<file path="config.mk">
export PLATFORM = sky130hd
export DESIGN_NAME = alu_op_issue
export DESIGN_NICKNAME = d
export VERILOG_FILES = /design/src/rtl/alu_op_issue_pkg.sv /design/src/rtl/alu_instr_decode.sv /design/src/rtl/alu_op_issue.sv
export SDC_FILE = /design/constraint.sdc
export NUM_CORES = 1
export LEC_CHECK = 0
export ABC_CLOCK_PERIOD_IN_PS = 5700
export CORE_MARGIN = 2
export CORE_UTILIZATION = 50
export CTS_CLUSTER_DIAMETER = 60
export CTS_CLUSTER_SIZE = 8
export DETAILED_ROUTE_END_ITERATION = 10
export PLACE_DENSITY = 0.83
export SLEW_MARGIN = 10
export SYNTH_ARGS = -nofsm -noshare
export SYNTH_HDL_FRONTEND = slang
export SYNTH_HIERARCHICAL = 1
export SYNTH_SLANG_ARGS = --single-unit
</file>
<file path="constraint.sdc">
create_clock -name clk -period 5.7 [get_ports clk]
set_clock_uncertainty 0.15 [all_clocks]
set_input_delay 1.425 -clock clk [delete_from_list [all_inputs] [get_ports clk]]
set_output_delay 1.425 -clock clk [all_outputs]
set_load 0.05 [all_outputs]
</file>
<file path="src/rtl/alu_op_issue_pkg.sv">
// Shared types and encodings for the ID->EX ALU issue stage.
// Holds the ALU operation codes, the MIPS opcode/funct encodings the
// decoder recognises, the registered bundle layout and small helpers.
package alu_op_issue_pkg;

  localparam int unsigned DATA_W  = 32;
  localparam int unsigned OP_W    = 4;
  localparam int unsigned REG_W   = 5;
  localparam int unsigned SHAMT_W = 5;
  localparam int unsigned IMM_W   = 16;
  localparam int unsigned FIELD_W = 6;

  // ALU operation codes carried to EX
  localparam logic [OP_W-1:0] ALU_ADDU = 4'd0;
  localparam logic [OP_W-1:0] ALU_ADD  = 4'd1;
  localparam logic [OP_W-1:0] ALU_SUBU = 4'd2;
  localparam logic [OP_W-1:0] ALU_SUB  = 4'd3;
  localparam logic [OP_W-1:0] ALU_AND  = 4'd4;
  localparam logic [OP_W-1:0] ALU_OR   = 4'd5;
  localparam logic [OP_W-1:0] ALU_XOR  = 4'd6;
  localparam logic [OP_W-1:0] ALU_NOR  = 4'd7;
  localparam logic [OP_W-1:0] ALU_SLL  = 4'd8;
  localparam logic [OP_W-1:0] ALU_SRL  = 4'd9;
  localparam logic [OP_W-1:0] ALU_SRA  = 4'd10;

  // Primary opcodes (instr[31:26])
  localparam logic [FIELD_W-1:0] OP_RTYPE = 6'h00;
  localparam logic [FIELD_W-1:0] OP_ADDI  = 6'h08;
  localparam logic [FIELD_W-1:0] OP_ADDIU = 6'h09;
  localparam logic [FIELD_W-1:0] OP_ANDI  = 6'h0C;
  localparam logic [FIELD_W-1:0] OP_ORI   = 6'h0D;
  localparam logic [FIELD_W-1:0] OP_XORI  = 6'h0E;
  localparam logic [FIELD_W-1:0] OP_LUI   = 6'h0F;
  localparam logic [FIELD_W-1:0] OP_LW    = 6'h23;
  localparam logic [FIELD_W-1:0] OP_SW    = 6'h2B;

  // R-type function codes (instr[5:0])
  localparam logic [FIELD_W-1:0] FN_SLL  = 6'h00;
  localparam logic [FIELD_W-1:0] FN_SRL  = 6'h02;
  localparam logic [FIELD_W-1:0] FN_SRA  = 6'h03;
  localparam logic [FIELD_W-1:0] FN_SLLV = 6'h04;
  localparam logic [FIELD_W-1:0] FN_SRLV = 6'h06;
  localparam logic [FIELD_W-1:0] FN_SRAV = 6'h07;
  localparam logic [FIELD_W-1:0] FN_ADD  = 6'h20;
  localparam logic [FIELD_W-1:0] FN_ADDU = 6'h21;
  localparam logic [FIELD_W-1:0] FN_SUB  = 6'h22;
  localparam logic [FIELD_W-1:0] FN_SUBU = 6'h23;
  localparam logic [FIELD_W-1:0] FN_AND  = 6'h24;
  localparam logic [FIELD_W-1:0] FN_OR   = 6'h25;
  localparam logic [FIELD_W-1:0] FN_XOR  = 6'h26;
  localparam logic [FIELD_W-1:0] FN_NOR  = 6'h27;

  // Registered EX bundle
  typedef struct packed {
    logic [OP_W-1:0]   op;
    logic [DATA_W-1:0] a;
    logic [DATA_W-1:0] b;
    logic [REG_W-1:0]  rd;
    logic              ovf_trap;
    logic              illegal;
  } alu_bundle_t;

  localparam alu_bundle_t BUNDLE_RESET = '{
    op:       ALU_ADDU,
    a:        '0,
    b:        '0,
    rd:       '0,
    ovf_trap: 1'b0,
    illegal:  1'b0
  };

  function automatic logic [DATA_W-1:0] sext_imm(input logic [IMM_W-1:0] imm);
    return {{(DATA_W-IMM_W){imm[IMM_W-1]}}, imm};
  endfunction

  function automatic logic [DATA_W-1:0] zext_imm(input logic [IMM_W-1:0] imm);
    return DATA_W'(imm);
  endfunction

endpackage

</file>
<file path="src/rtl/alu_instr_decode.sv">
// Combinational MIPS instruction decoder for the ALU issue stage.
// Ports:
//   instr    - instruction word
//   rs_val   - forwarded GPR[rs]
//   rt_val   - forwarded GPR[rt]
//   op       - ALU operation code
//   a, b     - ALU inputA / inputB
//   rd       - writeback register, 0 when none
//   ovf_trap - signed overflow must be checked (ADD, SUB, ADDI)
//   illegal  - instruction cannot execute on the ALU
module alu_instr_decode
  import alu_op_issue_pkg::*;
(
  input  logic [DATA_W-1:0] instr,
  input  logic [DATA_W-1:0] rs_val,
  input  logic [DATA_W-1:0] rt_val,
  output logic [OP_W-1:0]   op,
  output logic [DATA_W-1:0] a,
  output logic [DATA_W-1:0] b,
  output logic [REG_W-1:0]  rd,
  output logic              ovf_trap,
  output logic              illegal
);

  logic [FIELD_W-1:0] opcode;
  logic [FIELD_W-1:0] funct;
  logic [REG_W-1:0]   rt_f;
  logic [REG_W-1:0]   rd_f;
  logic [SHAMT_W-1:0] shamt;
  logic [IMM_W-1:0]   imm;
  logic               unused_rs_field;

  assign opcode = instr[31:26];
  assign rt_f   = instr[20:16];
  assign rd_f   = instr[15:11];
  assign shamt  = instr[10:6];
  assign funct  = instr[5:0];
  assign imm    = instr[15:0];

  // Register numbers of rs are resolved upstream; only the value is used here.
  assign unused_rs_field = ^instr[25:21];

  // Decode; anything unrecognised falls through as an illegal ALU NOP.
  // rd naturally comes out 0 when the decoded destination is $0.
  always_comb begin
    op       = ALU_ADDU;
    a        = '0;
    b        = '0;
    rd       = '0;
    ovf_trap = 1'b0;
    illegal  = 1'b1;

    case (opcode)
      OP_RTYPE: begin
        case (funct)
          FN_ADD, FN_ADDU, FN_SUB, FN_SUBU, FN_AND, FN_OR, FN_XOR, FN_NOR: begin
            a       = rs_val;
            b       = rt_val;
            rd      = rd_f;
            illegal = 1'b0;
            case (funct)
              FN_ADD:  begin op = ALU_ADD; ovf_trap = 1'b1; end
              FN_ADDU: op = ALU_ADDU;
              FN_SUB:  begin op = ALU_SUB; ovf_trap = 1'b1; end
              FN_SUBU: op = ALU_SUBU;
              FN_AND:  op = ALU_AND;
              FN_OR:   op = ALU_OR;
              FN_XOR:  op = ALU_XOR;
              default: op = ALU_NOR;
            endcase
          end
          FN_SLL, FN_SRL, FN_SRA: begin
            a       = DATA_W'(shamt);
            b       = rt_val;
            rd      = rd_f;
            illegal = 1'b0;
            case (funct)
              FN_SLL:  op = ALU_SLL;
              FN_SRL:  op = ALU_SRL;
              default: op = ALU_SRA;
            endcase
          end
          FN_SLLV, FN_SRLV, FN_SRAV: begin
            // Variable shifts only honour the low 5 bits of rs.
            a       = DATA_W'(rs_val[SHAMT_W-1:0]);
            b       = rt_val;
            rd      = rd_f;
            illegal = 1'b0;
            case (funct)
              FN_SLLV: op = ALU_SLL;
              FN_SRLV: op = ALU_SRL;
              default: op = ALU_SRA;
            endcase
          end
          default: ;
        endcase
      end
      OP_ADDI: begin
        op       = ALU_ADD;
        a        = rs_val;
        b        = sext_imm(imm);
        rd       = rt_f;
        ovf_trap = 1'b1;
        illegal  = 1'b0;
      end
      OP_ADDIU: begin
        op      = ALU_ADDU;
        a       = rs_val;
        b       = sext_imm(imm);
        rd      = rt_f;
        illegal = 1'b0;
      end
      OP_ANDI, OP_ORI, OP_XORI: begin
        a       = rs_val;
        b       = zext_imm(imm);
        rd      = rt_f;
        illegal = 1'b0;
        case (opcode)
          OP_ANDI: op = ALU_AND;
          OP_ORI:  op = ALU_OR;
          default: op = ALU_XOR;
        endcase
      end
      OP_LUI: begin
        // Upper-immediate load expressed as imm << 16 on the shifter.
        op      = ALU_SLL;
        a       = DATA_W'(16);
        b       = zext_imm(imm);
        rd      = rt_f;
        illegal = 1'b0;
      end
      OP_LW, OP_SW: begin
        // Address generation; only loads write back.
        op      = ALU_ADDU;
        a       = rs_val;
        b       = sext_imm(imm);
        rd      = (opcode == OP_LW) ? rt_f : '0;
        illegal = 1'b0;
      end
      default: ;
    endcase
  end

endmodule

</file>
<file path="src/rtl/alu_op_issue.sv">
// ID->EX issue stage: decodes an instruction plus operand values into an
// ALU bundle and registers it for EX behind a valid/ready handshake.
// A second (skid) entry absorbs one bundle while EX stalls, so in_ready is
// a register and never depends combinationally on out_ready.
// Ports:
//   clk, reset          - clock, synchronous active-high reset
//   in_valid/in_ready   - upstream handshake
//   in_instr            - instruction word
//   in_rs_val/in_rt_val - forwarded GPR[rs] / GPR[rt]
//   in_flush            - drop all held and incoming bundles
//   out_valid/out_ready - EX handshake
//   out_op/out_a/out_b  - ALU operation and operands
//   out_rd              - writeback register (0 = none)
//   out_ovf_trap        - signed overflow check required
//   out_illegal         - instruction not executable on the ALU
module alu_op_issue
  import alu_op_issue_pkg::*;
#(
  parameter int unsigned XLEN        = 32,
  parameter int unsigned ENABLE_SKID = 1
) (
  input  logic            clk,
  input  logic            reset,
  input  logic            in_valid,
  output logic            in_ready,
  input  logic [XLEN-1:0] in_instr,
  input  logic [XLEN-1:0] in_rs_val,
  input  logic [XLEN-1:0] in_rt_val,
  input  logic            in_flush,
  output logic            out_valid,
  input  logic            out_ready,
  output logic [3:0]      out_op,
  output logic [XLEN-1:0] out_a,
  output logic [XLEN-1:0] out_b,
  output logic [4:0]      out_rd,
  output logic            out_ovf_trap,
  output logic            out_illegal
);

  localparam bit SKID_ON = (ENABLE_SKID != 0);

  logic [OP_W-1:0]   dec_op;
  logic [DATA_W-1:0] dec_a;
  logic [DATA_W-1:0] dec_b;
  logic [REG_W-1:0]  dec_rd;
  logic              dec_ovf_trap;
  logic              dec_illegal;
  alu_bundle_t       dec_bundle;

  alu_bundle_t main_q, main_d;
  alu_bundle_t skid_q, skid_d;
  logic        main_valid_q, main_valid_d;
  logic        skid_valid_q, skid_valid_d;
  logic        in_ready_q, in_ready_d;
  logic        in_fire;
  logic        out_fire;

  alu_instr_decode u_decode (
    .instr    (in_instr),
    .rs_val   (in_rs_val),
    .rt_val   (in_rt_val),
    .op       (dec_op),
    .a        (dec_a),
    .b        (dec_b),
    .rd       (dec_rd),
    .ovf_trap (dec_ovf_trap),
    .illegal  (dec_illegal)
  );

  assign dec_bundle = '{
    op:       dec_op,
    a:        dec_a,
    b:        dec_b,
    rd:       dec_rd,
    ovf_trap: dec_ovf_trap,
    illegal:  dec_illegal
  };

  // Without the skid entry the stage degenerates to a single pipe register
  // whose ready follows the consumer directly.
  assign in_ready = SKID_ON ? in_ready_q
                            : (~reset & (out_ready | ~main_valid_q));
  assign in_fire  = in_valid & in_ready;
  assign out_fire = main_valid_q & out_ready;

  // State register
  always_ff @(posedge clk) begin
    if (reset) begin
      main_q       <= BUNDLE_RESET;
      skid_q       <= BUNDLE_RESET;
      main_valid_q <= 1'b0;
      skid_valid_q <= 1'b0;
      in_ready_q   <= 1'b0;
    end else begin
      main_q       <= main_d;
      skid_q       <= skid_d;
      main_valid_q <= main_valid_d;
      skid_valid_q <= skid_valid_d;
      in_ready_q   <= in_ready_d;
    end
  end

  // Next-state: FIFO order main -> EX, skid refills main on each output
  // transfer. in_fire implies the skid is empty, since in_ready tracks it.
  always_comb begin
    main_d       = main_q;
    skid_d       = skid_q;
    main_valid_d = main_valid_q;
    skid_valid_d = skid_valid_q;

    if (in_flush) begin
      main_valid_d = 1'b0;
      skid_valid_d = 1'b0;
    end else if (out_fire) begin
      if (skid_valid_q) begin
        main_d       = skid_q;
        skid_valid_d = 1'b0;
      end else if (in_fire) begin
        main_d = dec_bundle;
      end else begin
        main_valid_d = 1'b0;
      end
    end else if (in_fire) begin
      if (main_valid_q) begin
        skid_d       = dec_bundle;
        skid_valid_d = 1'b1;
      end else begin
        main_d       = dec_bundle;
        main_valid_d = 1'b1;
      end
    end

    in_ready_d = ~skid_valid_d;
  end

  // Outputs straight from the main register
  always_comb begin
    out_valid    = main_valid_q;
    out_op       = main_q.op;
    out_a        = main_q.a;
    out_b        = main_q.b;
    out_rd       = main_q.rd;
    out_ovf_trap = main_q.ovf_trap;
    out_illegal  = main_q.illegal;
  end

endmodule

</file>
* After elaboration in Yosys (flattened, before gate mapping) *
Index checks and enable logic that the tools add are counted.

storage, ports and cells
  register bits = 153
  word-level logic and storage cells = 95
  input bits = 101
  output and inout port bits = 77

cells by class
  bitwise operators = 5
  reductions and logical operators = 20
  equal/unequal tests = 24
  multiplexer cells = 31

operators by type and width
  operator            number
  $mux 75             5
  $pmux 32 s3         3
  $eq 6x6->1 const B  10
  $eq 6x4->1 const B  6
  $mux 32             1
  $pmux 3 s7          1
  $eq 6x3->1 const B  3
  $pmux 4 s4          1
  $reduce_or 8->1     2
  $pmux 5 s3          1
  $reduce_or 14->1    1
  $eq 6x2->1 const B  2
  $logic_not 6->1     2
  $pmux 2 s2          3
  $pmux 4 s3          1
  $mux 1              11
  $mux 5              2
  $reduce_or 3->1     3
  $reduce_and 4->1    2
  $reduce_or 4->1     2
  $reduce_or 7->1     1
  $reduce_or 2->1     3
  $reduce_or 6->1     1
  $ne 2x2->1 const B  2
  other kinds (6)     11

* Depth between registers and ports, before layout *
Gate-level depths: netlist (run 1).

  depth in word-level cells = 8
  depth in mapped cells = 10
  mapped depth without buffers = 6

* Hierarchy *
Netlist (run 1), hierarchy kept.

by module, submodules not included
  module            area each (um2)  seq. area each (um2)  cells each  times used
  alu_op_issue      6,759.0          3,062.9               707         1
  alu_instr_decode  1,041.0          0.0                   126         1

* Worst setup path after synthesis (run 1) *
Ideal clock, no wire load.

  path type = input -> register
  from = in in_instr[26]
  to = reg main_q (netlist bit out_a[29])
  arrival = 3.502 ns
  setup time = 0.081 ns
  stages on the path = 9
  buffers on the path = 3
  data required time = 5.469 ns
  path slack = 1.966 ns
  cells stage by stage = buf_6 -> or4_1 -> or4b_1 -> buf_6 -> o221a_4 -> buf_12 -> nor2b_2 -> mux2i_1 -> a211oi_2

between the ends
  longest elaborated chain between the ends = 6
  elaborated cells on any way between the ends = 16
  classes of those cells = eq/ne (8); mux (6); reduce/logical (2)

RTL lines
  element                                   RTL line                                  text
  start, declared                           alu_op_issue.sv:26                        input logic [XLEN-1:0] in_instr,
  $eq 6x4->1 or $eq 6x6->1 (tied branches)  alu_instr_decode.sv:53                    case (opcode)
  $reduce_or 7->1 (no source line)          --
  $pmux 32 s3 (*)                           alu_instr_decode.sv:53
  via dec_a[29]                             alu_op_issue.sv:43                        logic [DATA_W-1:0] dec_a;
  $mux 75, on equally long branches         alu_op_issue.sv:124, alu_op_issue.sv:118
  $mux 75, on equally long branches         alu_op_issue.sv:123, alu_op_issue.sv:115
  $mux 75 (*)                               alu_op_issue.sv:114                       end else if (out_fire) begin
  end signal, assigned                      alu_op_issue.sv:95                        main_q <= main_d;
  end, declared                             alu_op_issue.sv:50                        alu_bundle_t main_q, main_d;

The timed path passes the listed nets; every way through them passes the cells marked *. The select of a mux whose other input is x is not followed.
A chain may end at the register's enable or synchronous reset.

* Worst setup path after layout (run 1) *
  from = in in_instr[26]
  to = reg main_q (netlist bit out_rd[4])

between the ends
  longest elaborated chain between the ends = 6
  elaborated cells on any way between the ends = 18
  classes of those cells = eq/ne (8); mux (7); reduce/logical (3)

RTL lines
  element                                                   RTL line                                  text
  $eq 6x4->1 (tied with other cells)                        alu_instr_decode.sv:53
  $reduce_or 6->1 (no source line) (tied with other cells)  --
  $pmux 5 s3 (*)                                            alu_instr_decode.sv:53
  via dec_rd[4]                                             alu_op_issue.sv:45                        logic [REG_W-1:0] dec_rd;
  $mux 75, on equally long branches                         alu_op_issue.sv:124, alu_op_issue.sv:118
  $mux 75, on equally long branches                         alu_op_issue.sv:123, alu_op_issue.sv:115
  $mux 75 (*)                                               alu_op_issue.sv:114

Marks and branches as above.

==> impl_metrics.ini, run 1 <==
[power]
p_leak_nw = 3.802
irDropWorstVdd_v = 0.0002160
p_total_mw = 2.805
powerDensity_nw_per_um2 = 280.8

[floorplanning]
core_um2 = 15200
num_rows = 45
dieArea_um2 = 16620
die_w_um = 128.9
die_h_um = 128.9
initial_core_util = 0.5131
io_pins = 178

[synthesis]
synth_top_area_share = 0.3927
synthTopCellsByArea = dfxtp_1 39%, mux2i_1 9.6%, a211oi_2 8.0%
syn-cell-area_um2 = 7800
synthArstFlopShare = 0
synth-seq-cells = 153
yosysMostFrequentCell = dfxtp_1
yosys_warnings = 6
yosys.area.top_type = dfxtp_1
ys_seq_area_frac = 0.3927
synth-edff-count = 0
avgSynthCellArea_um2 = 9.364
synth-main-ff-cell = dfxtp_1
synthDistinctLibCells = 51
ys_top_cells_by_count = 153 x dfxtp_1, 77 x a21oi_1, 77 x a31oi_1, 77 x o21ai_0
netlist_instances = 833
syn_nets = 934

[run_status]
run_status = complete, no violations

[routing]
vias = 7202
wl_per_cell_um = 19.98
route.detailed.drc = 0
post_drt_via_cell_ratio = 6.334
first_pass_iters = 5
route.final.wire_length_um = 22720
drtAntennaViolNets = 0
drtIter0Drc = 708

[min_path]
min_path_type = reg2reg
min_from = skid_q[9]$_SDFFE_PP0P_
min_to = skid_q[9]$_SDFFE_PP0P_
worstHoldPathCells = 2

[timing]
min_period_over_period = 0.8023
tightest_slew_ns = 1.060
fin_setup_tns_ns = 0
max_slew_margin = 0.2932
whs_ns = 0.3239
maxSlewViolCount = 0
setup_viol = 0
finalHoldViolCount = 0
layout_setup_ws_ns = 1.127
rsz0062_at_grt = false
fmax_mhz = 218.7
period_needed_ns = 4.573

[final_layout]
seq_area_um2 = 3063
drive_gt1_frac = 0.1435
fin_util = 0.6572
postLayoutCellArea_um2 = 9991
fillers = 1219
syn_to_final_growth_pct = 28.09
multi_input_area_um2 = 4194
nets = 1036
fin_cells = 1137

[critical_path]
critPathLaunchType = input port
crit_slowest_cell = or4b_1
r2r-start = out_valid$_SDFFE_PP0P_
reg2reg_slack_ns = 3.17
cp_cell_sequence = clkdlybuf4s50_1 -> or4_1 -> or4b_1 -> a21oi_4 -> buf_4 -> a22o_1 -> mux2i_1 -> a211oi_1
path_max_fanout = 21
rr_endpoint = out_rd[2]$_SDFFE_PP0P_
cp_top_family = simple AND/OR/NAND/NOR gates
critPathBufInv = 2
critPathRequiredTime_ns = 5.88
end_kind = flop
worst_r2r_path_depth = 4
cp-startpoint = in_instr[26]
slowest_delay_ns = 0.70
path_class = in2reg
cp.arrival_ns = 4.76

[global_route]
grt_pass1_vias = 6919
grt_max_degree = 114
grt_antenna_before_repair = 1
grtUsageTotal = 0.2715
grt_pass1_wl_um = 36000
grt.overflow.total = 0

[clock_network]
worstSkewPairLatency_ns = 0.43
cts-resized-gates = 0
cts_tree = yes
root_buffer = clkbuf_16
htree_levels = 4
postCtsSetupRepairBufs = 0
clock_sinks = 153
ctsHoldBuffers = 0
cts.path.max_buffers = 2
numCtsBuffers = 17
clk_pin_slew_ns = 0.06

[placed_design]
placed_cells = 1104
placed_area_um2 = 9321
port_buffers = 172
gp_congestion = 0.8687
hpwl_um = 13180
place_ws_ns = 0.7691

[job]
drv_cap = 0
==> how the worst max path moves through the flow <==
stage                              to  slack, ns  cells after the start
6_report       out_rd[4]$_SDFFE_PP0P_       1.13                      8
3_5_place_dp   out_rd[4]$_SDFFE_PP0P_       0.77                      8
4_1_cts        out_rd[4]$_SDFFE_PP0P_       1.20                      8
5_1_grt        out_rd[4]$_SDFFE_PP0P_       1.02                      8
2_1_floorplan  out_a[29]$_SDFFE_PP0P_       1.97                      9
3_3_place_gp   out_rd[4]$_SDFFE_PP0P_       0.82                      8
==> routing by layer <==
layer | vias to the layer above | GRT usage | part of all wire
li1 | 3366 | - | -
met1 | 3509 | 0.3386 | 0.42
met2 | 269 | 0.4525 | 0.49
met3 | 58 | 0.06445 | 0.059
met4 | 0 | 0.1119 | 0.031
met5 | - | 0 | 0
==> placed cells by master (no fill, tap or decap), types with 2 or more instances in the layout <==
cell type / netlist / final
clkdlybuf4s50_1: 0 / 170
dfxtp_1: 153 / 153
a21oi_1: 77 / 77
o21ai_0: 77 / 77
a31oi_1: 77 / 77
nand3_1: 75 / 75
mux2i_1: 75 / 75
a211oi_2: 50 / 50
a211oi_1: 26 / 26
a22o_1: 25 / 25
clkbuf_16: 0 / 17
a21o_1: 17 / 17
nor2b_2: 16 / 16
buf_4: 0 / 13
and2b_2: 8 / 8
nor2_1: 7 / 7
bufinv_16: 0 / 6
nand2_1: 4 / 4
nor2b_4: 4 / 4
nand2b_1: 4 / 3
nor3_1: 3 / 3
nor2b_1: 3 / 3
clkinv_2: 0 / 3
o22ai_1: 3 / 3
nand4b_1: 2 / 2
clkbuf_1: 54 / 2
inv_1: 2 / 2
==> cell families (layout without fill, tap and decap cells) <==
family                    count (synthesis)  count (layout)  synth area share
AOI/OAI and AO/OA                       363             363            0.3274
xor gates and xnor gates                  1               1          0.001123
buffers and inverters                   105             220           0.07186
DFF                                     153             153            0.3927
muxes                                    76              76           0.09769
other                                     0               1                 0
and+or+nand+nor                         135             135            0.1092
==> where the power goes <==
group          internal [mW]  total, mW  switching (mW)
Combinational          0.160      0.409           0.249
Clock                  0.833       1.28           0.450
Sequential              1.10       1.11          0.0164
==> worst reg2reg max path, cell delays in order (launching register included) <==
cell      delay (ns)
dfxtp_1         0.42
nand3_4         0.33
buf_4           0.85
mux2i_1         0.50
a211oi_2        0.12
==> cell type report <==
class / instances / share of cell area
antenna: 1 / 0.0002505
clock buffer: 20 / 0.04471
clock inverter: 12 / 0.02204
inverter: 3 / 0.001378
multi-input combinational: 575 / 0.4198
sequential: 153 / 0.3066
tap: 188 / 0.02354
timing repair buffer: 185 / 0.1817
==> registers in the layout, indices dropped and copies added, names as in the netlist <==
register,count
out_a,32
out_b,32
skid_valid_q,1
out_illegal,1
out_rd,5
out_ovf_trap,1
in_ready,1
out_valid,1
out_op,4
skid_q,75
Note: power is estimated with default switching activity, not from simulation.
==> inputs of run 2 (changes only) <==
- ABC_CLOCK_PERIOD_IN_PS: 5700 -> 4400
- clock period: 5.7 -> 4.4 ns (I/O delays scaled with it)
==> impl_metrics.ini, run 2 (same netlist as run 1, synthesis figures left out) <==
[run_status]
run_status = complete, no violations

[floorplanning]
initial_core_util = 0.5131
die_w_um = 128.9
dieArea_um2 = 16620
core_um2 = 15200
num_rows = 45
die_h_um = 128.9
io_pins = 178

[clock_network]
cts-resized-gates = 0
clock_sinks = 153
cts_tree = yes
cts.path.max_buffers = 2
root_buffer = clkbuf_16
clk_pin_slew_ns = 0.06
numCtsBuffers = 17
ctsHoldBuffers = 0
htree_levels = 4
postCtsSetupRepairBufs = 0
worstSkewPairLatency_ns = 0.42

[placed_design]
port_buffers = 172
gp_congestion = 0.8536
hpwl_um = 13120
place_ws_ns = 0.2412

[timing]
setup_viol = 0
whs_ns = 0.3227
finalHoldViolCount = 0
maxSlewViolCount = 0
max_slew_margin = 0.3722
layout_setup_ws_ns = 0.6465
tightest_slew_ns = 0.9417
period_needed_ns = 3.753
fmax_mhz = 266.4
fin_setup_tns_ns = 0
min_period_over_period = 0.8531
rsz0062_at_grt = false

[job]
drv_cap = 0

[power]
p_sw_uw = 928.8
power.internal_mw = 2.458
p_clk_frac = 0.415
seq_power_share = 0.426
powerDensity_nw_per_um2 = 337.8
p_leak_nw = 3.794
p_sw_frac = 0.2742
pwr-share-comb = 0.159
irDropWorstVdd_v = 0.0002704
p_total_mw = 3.387

[critical_path]
critPathLaunchType = input port
end_kind = flop
path_class = in2reg
critPathRequiredTime_ns = 4.59
path_max_fanout = 27
cp.arrival_ns = 3.95
worst_r2r_path_depth = 4

[routing]
vias = 7216
route.final.wire_length_um = 22740
route.detailed.drc = 0
post_drt_via_cell_ratio = 6.313
drtIter0Drc = 655
first_pass_iters = 5
drtAntennaViolNets = 0
wl_per_cell_um = 19.89

[final_layout]
drive_gt1_frac = 0.1488
layout_common_cells = 170 x clkdlybuf4s50_1, 153 x dfxtp_1, 77 x a21oi_1, 77 x o21ai_0, 77 x a31oi_1
largest_register = skid_q
largest_register_ffs = 75
layout_commonest_cell = clkdlybuf4s50_1
fillers = 1199
syn_to_final_growth_pct = 28.52
nets = 1042

[global_route]
grt_antenna_before_repair = 1
grt_pass1_wl_um = 35810
grt_pass1_vias = 6911
grt_max_degree = 151
grtUsageTotal = 0.2708
grt.overflow.total = 0

[min_path]
min_path_type = reg2reg
worstHoldPathCells = 2
[run 2: per-stage QoR]
stage            util  instances  area [µm²]
3_5_place_dp   0.6219       1110        9454
3_3_place_gp   0.6219       1110        9454
6_report       0.6594       1143       10020
4_1_cts        0.6593       1142       10020
5_1_grt        0.6594       1143       10020
2_1_floorplan       -        833        7800
[run 2: area by class of cell]
class,instances,area (µm²),area share
tap,188,235.2,0.02346
timing repair buffer,191,1948,0.1943
inverter,3,13.76,0.001373
multi-input combinational,575,4194,0.4184
antenna,1,2.502,0.0002496
clock inverter,10,93.84,0.009361
clock buffer,22,474.2,0.04730
sequential,153,3063,0.3055
[run 2: critical path: stages]
cell	delay, ns
clkdlybuf4s50_1	0.41
or4_1	0.57
or4b_1	0.71
o221a_4	0.52
and2b_2	0.30
mux2i_1	0.07
a211oi_1	0.24
[run 2: final timing paths]
| kind | slack [ns] | to | startpoint |
|---|---|---|---|
| max | 0.65 | out_a[22]$_SDFFE_PP0P_ | in_instr[27] |
| min | 0.32 | skid_q[7]$_SDFFE_PP0P_ | skid_q[7]$_SDFFE_PP0P_ |
| max reg2reg | 2.11 | out_b[6]$_SDFFE_PP0P_ | out_valid$_SDFFE_PP0P_ |
| min reg2reg | 0.32 | skid_q[7]$_SDFFE_PP0P_ | skid_q[7]$_SDFFE_PP0P_ |
[run 2: layer usage]
metal,up-vias,routed length [µm],track usage
met5,-,0,0
met4,0,744,0.1279
li1,3384,-,-
met1,3509,9674,0.3453
met2,271,10930,0.4357
met3,52,1387,0.06237
[run 2: power by group through the flow]
stage	clock network [mW]	logic [mW]	registers, mW
3_3_place_gp	0	0.532	1.47
5_1_grt	1.49	0.566	1.44
6_report	1.41	0.540	1.44
4_1_cts	1.42	0.537	1.44
3_5_place_dp	0	0.535	1.47
2_1_floorplan	0	0.207	1.59
